--- src/rtl/rf_pkg.sv ---
// Shared constants and types for the register-file write controller.
package rf_pkg;
  localparam int NUM_REGS = 8;
  localparam int ADDR_W   = 3;
  localparam int DATA_W   = 4;

  typedef enum logic {
    IDLE  = 1'b0,
    CLEAR = 1'b1
  } state_t;

  // One register-file write port beat.
  typedef struct packed {
    logic              en;
    logic [ADDR_W-1:0] addr;
    logic [DATA_W-1:0] val;
  } wr_t;
endpackage

--- src/rtl/rr_arb2.sv ---
// Two-way round-robin grant: a lone valid always wins, a tie goes to prio.
module rr_arb2 (
  input  logic [1:0] valid,
  input  logic       prio,
  output logic [1:0] grant
);
  assign grant[0] = valid[0] & (~valid[1] | ~prio);
  assign grant[1] = valid[1] & (~valid[0] |  prio);
endmodule

--- src/rtl/rf_wr_ctrl.sv ---
// Write-port controller for an 8x4 register file: arbitrates two writers
// round-robin and runs an eight-cycle clear sweep that pre-empts them.
module rf_wr_ctrl
  import rf_pkg::*;
#(
  parameter logic [DATA_W-1:0] CLR_VAL = 4'b0000
) (
  input  logic              clk,
  input  logic              rst,
  input  logic              req0_valid,
  output logic              req0_ready,
  input  logic [ADDR_W-1:0] req0_addr,
  input  logic [DATA_W-1:0] req0_data,
  input  logic              req1_valid,
  output logic              req1_ready,
  input  logic [ADDR_W-1:0] req1_addr,
  input  logic [DATA_W-1:0] req1_data,
  input  logic              clr_req,
  output logic              clr_busy,
  output logic              clr_done,
  output logic [ADDR_W-1:0] rf_wr_addr,
  output logic [DATA_W-1:0] rf_wr_val,
  output logic              rf_wr_en
);
  state_t            state;
  logic [ADDR_W-1:0] cnt;
  logic              prio;
  wr_t               wr;
  logic [1:0]        grant;
  logic              open;
  logic              hs;

  // Writers may only be granted in IDLE, out of reset, with no clear pending.
  assign open = (state == IDLE) & ~clr_req & ~rst;

  rr_arb2 u_arb (
    .valid ({req1_valid, req0_valid}),
    .prio  (prio),
    .grant (grant)
  );

  assign req0_ready = open & grant[0];
  assign req1_ready = open & grant[1];
  assign hs         = req0_ready | req1_ready;

  assign rf_wr_en   = wr.en;
  assign rf_wr_addr = wr.addr;
  assign rf_wr_val  = wr.val;

  // Sweep sequencing, accepted-write capture and round-robin pointer update.
  always_ff @(posedge clk) begin
    if (rst) begin
      state    <= IDLE;
      cnt      <= '0;
      prio     <= 1'b0;
      wr       <= '0;
      clr_busy <= 1'b0;
      clr_done <= 1'b0;
    end else begin
      clr_done <= 1'b0;
      unique case (state)
        IDLE: begin
          if (clr_req) begin
            // Address 0 is written in the very first sweep cycle.
            state    <= CLEAR;
            cnt      <= '0;
            wr       <= '{en: 1'b1, addr: '0, val: CLR_VAL};
            clr_busy <= 1'b1;
          end else if (hs) begin
            wr.en   <= 1'b1;
            wr.addr <= req0_ready ? req0_addr : req1_addr;
            wr.val  <= req0_ready ? req0_data : req1_data;
            // Pointer moves to whoever lost (or was not asking).
            prio    <= req0_ready;
          end else begin
            wr.en <= 1'b0;
          end
        end
        CLEAR: begin
          if (cnt == ADDR_W'(NUM_REGS - 1)) begin
            state    <= IDLE;
            wr.en    <= 1'b0;
            clr_busy <= 1'b0;
            clr_done <= 1'b1;
          end else begin
            cnt     <= cnt + 1'b1;
            wr.addr <= cnt + 1'b1;
          end
        end
        default: state <= IDLE;
      endcase
    end
  end
endmodule

--- config.mk ---
export PLATFORM = sky130hd
export DESIGN_NAME = rf_wr_ctrl
export DESIGN_NICKNAME = d
export VERILOG_FILES = /design/src/rtl/rf_pkg.sv /design/src/rtl/rr_arb2.sv /design/src/rtl/rf_wr_ctrl.sv
export SDC_FILE = /design/constraint.sdc
export NUM_CORES = 1
export LEC_CHECK = 0
export ABC_CLOCK_PERIOD_IN_PS = 1700
export CAP_MARGIN = 5
export CORE_MARGIN = 3
export CORE_UTILIZATION = 40
export CTS_BUF_LIST = sky130_fd_sc_hd__clkbuf_4
export DETAILED_ROUTE_END_ITERATION = 10
export GPL_TIMING_DRIVEN = 1
export PLACE_DENSITY = 0.87
export SYNTH_ARGS = -nofsm -noshare
export SYNTH_HDL_FRONTEND = slang
export SYNTH_HIERARCHICAL = 1
export SYNTH_SLANG_ARGS = --single-unit
--- constraint.sdc ---
create_clock -name clk -period 1.7 [get_ports clk]
set_clock_uncertainty 0.2 [all_clocks]
set_input_delay 0.34 -clock clk [delete_from_list [all_inputs] [get_ports clk]]
set_output_delay 0.34 -clock clk [all_outputs]
set_load 0.02 [all_outputs]
==> metrics.md <==
| Metric | Value |
|---|---|
| Post-Syn Area | slightly below 800 sq um |
| Fmax achieved | between 500 and 600 MHz |
| Final Instance Area | roughly 1300 sq um |
| Clock-pin slew on the worst setup and hold paths | approximately 0.09 ns |
| Mux contribution to synthesized area | 0% |
| Post-DRT Antenna Nets | 0 |
| Final min period | approximately 1.8 ns |
| Max VDD drop | 0.379 mV |
| GR Overflow Total | 0 |
| CTS Buf Count | 3 |
| Synthesized area per cell | 8.29 sq um |
| Placed cells | ~160 |
| Slowest stage delay, CP | 0.26 ns |
| Crit path depth | 5 |
| Largest net degree at the start of global routing | 16 |
| Clock latency on the worst-skew pair | between 0.2 and 0.3 ns |
| P&R area growth vs syn | 66.3% |
| RD Place Congestion | 0.778 |
| Netlist cell types | 27 |
| IO buf count | 30 |
| Cell count of the worst reg-to-reg path | 6 |
| Detailed placer's ending HPWL | approximately 1700 um |
| Layout net count | ~160 |
| Setup crit end kind | output port |
| Ys Warns | 6 |
| Design Power | 852 uW |
| Final Cycle Share | 104% |
| RSZ-0062 raised after global routing | true |
| Synth Register Bits | 15 |
| DR vias | between 900 and 1000 |
| Mapped Nets | 115 |
| Crit path DAT | between 1 and 1.5 ns |
| Standard-cell rows | 15 |
| Rel. slew slack | 84.2% |
| Die area | 2510 sq um |
| Final setup vio count | 4 |
| Clock root buffer | clkbuf_4 |
| PnR worst setup slack | -0.0615 ns |
| Final Non-Filler Cells | ~170 |
| Hold slack | approximately 0.30 ns |
| Chip height | between 50 and 60 um |
| Io pins | 31 |
| Seq/Total Area, Yosys | between 30% and 40% |
| Cell Chain, Critical Path | dlygate4sd2_1, a21boi_4, nand2b_4, nor3_4, buf_6 |
| First-pass GRT wire length | 3940 um |
| Setup crit start kind | input port |
| Filler cell count | roughly 120 |
| CTS hold repair buffers | 0 |
| Die width | 50.1 um |
| CTS tree | yes |
| Max Root-Sink Buffers | 2 |
| CP max stage cell | dlygate4sd2_1 |
| Drt pass-1 iters | 4 |
| Setup Slack @ Placement | -0.769 ns |
| Routed len/inst | 15.6 um |
| Initial Util | between 40 and 50% |
| Gr usage total | about a fifth |
| Detailed router's first-iteration violation count | 23 |
| Final hold vios | 0 |
| WL final | approximately 2600 um |
| Worst slew pin tran | 0.238 ns |
| Layout cells sized above 1 | 26.4% |
| Hold Path Cell Cnt | 2 |
| HP Class | reg2reg |
| Number of global-route vias before repair | approximately 860 |
| Kind of critical path | in2out |
| Most frequent cells in the layout | dfxtp_1, clkdlybuf4s50_1, buf_4, dlygate4sd2_1, a21oi_1 |
| CTS Sinks | 15 |
| Critical path peak fanout | 2 |
| Post-synthesis xor/xnor area fraction | 0% |
| P_leak | approximately 0.57 nW |
| Compound-gate portion of the synthesized area | 22.5% |
| Area post-placement | between 1000 and 1500 sq um |
| Max Slew Vio Count | 0 |
| Violated checks | setup timing |
| DRC | 0 |
| Number of antenna violations at the first check in global routing | 0 |
| Simple-gate share of the synthesized area | a little under a third |
| H-tree levels | 1 |
| Largest family of logic cells by synthesized area | simple AND/OR/NAND/NOR gates |
| CP Data Required Time | between 1 and 1.5 ns |
| Power Density | between 600 and 700 nW/um^2 |
| Mapped Cells | between 90 and 100 |
| Buf+Inv Stages, Crit Path | 2 |
| Largest delay share family, worst path | buffers and inverters |
| Max cap viols | 0 |
| # diodes | 0 |
| Core Footprint | between 1500 and 2000 sq um |
| Area share of fa/ha/maj cells after synthesis | roughly 3.2% |
| Via density | 5.53 |
| Status | finished with violations |
-- worst register-to-register path, stage by stage (launching register included) --
cell	delay [ns]
dfxtp_4	0.37
inv_1	0.07
a21boi_2	0.07
buf_6	0.14
or4_4	0.51
a21o_1	0.18
o311a_1	0.11
-- per-stage QoR --
stage               TNS [ns]  utilization [%]
finish                -0.124             72.7
global route          -0.479             72.7
CTS                  -0.0913             71.0
detailed placement     -5.83             67.4
global placement       -5.31             67.4
floorplan                  0                -
-- power breakdown --
| group | internal [mW] | switching [mW] | total [mW] | leakage, nW |
|---|---|---|---|---|
| logic | 0.128 | 0.114 | 0.242 | 0.425 |
| registers | 0.371 | 0.0135 | 0.385 | 0.124 |
| clock network | 0.107 | 0.118 | 0.225 | 0.0184 |
| total | 0.607 | 0.246 | 0.852 | 0.567 |
-- metal layers --
metal / vias to the layer above / share of wire (%) / routed length (um) / global-route usage (%)
met5: - / 0 / 0 / 0
met4: 0 / 1.9 / 48 / 8.76
met3: 7 / 8.0 / 206 / 3.56
met2: 58 / 50 / 1290 / 37.4
met1: 413 / 40 / 1020 / 23.5
li1: 434 / - / - / -
-- state kept, by name, indices dropped and copies added, names as in the netlist --
| signal | cells |
|---|---|
| rf_wr_addr | 3 |
| cnt | 3 |
| rf_wr_val | 4 |
| clr_busy | 1 |
| state | 1 |
| prio | 1 |
| clr_done | 1 |
| rf_wr_en | 1 |
-- repair_timing --
action	4_1_cts	5_1_grt
setup buffers	2	2
gates resized for setup	37	5
pin swaps	6	7
setup endpoints to repair	20	9
-- cell families (layout without fill, tap and decap cells) --
kind of cell,after synthesis,count (layout)
fa+ha+maj,2,2
flops,15,15
compound gates,27,27
simple gates,41,41
buf+inv,9,55
-- cells in the mapped netlist, drive strengths merged --
cell / number / area [sq um]
dfxtp: 15 / 300
a21oi: 10 / 50.1
nor3: 9 / 45.0
inv: 5 / 18.8
nor2: 5 / 18.8
or2b: 5 / 37.5
a31oi: 4 / 25.0
nand2b: 4 / 25.0
nand3: 4 / 20.0
o21ai: 4 / 20.0
or3b: 4 / 35.0
nand2: 3 / 11.3
a21boi: 2 / 15.0
a311oi: 2 / 17.5
and2: 2 / 12.5
buf: 2 / 10.0
clkbuf: 2 / 7.51
ha: 2 / 25.0
nor2b: 2 / 12.5
a211oi: 1 / 7.51
a21o: 1 / 7.51
a221oi: 1 / 15.0
nor3b: 1 / 7.51
o21bai: 1 / 7.51
o311a: 1 / 10.0
or2: 1 / 6.26
or4: 1 / 11.3
-- layout make-up --
type | instances | area (sq um) | area share, %
tap | 25 | 31.3 | 2.41
clock buffer | 4 | 30.0 | 2.32
sequential | 15 | 304 | 23.5
inverter | 5 | 18.8 | 1.45
timing repair buffer | 46 | 414 | 31.9
multi-input combinational | 70 | 498 | 38.4
-- path summary, 6_finish.rpt --
path                                 start       endpoint  slack, ns
worst max-delay path            req0_valid     req0_ready      -0.06
worst min-delay path              clr_busy       clr_busy       0.30
worst max register to register        prio  rf_wr_addr[2]      -0.04
worst min register to register    clr_busy       clr_busy       0.30
No activity file was read; power rests on OpenSTA's default activity.
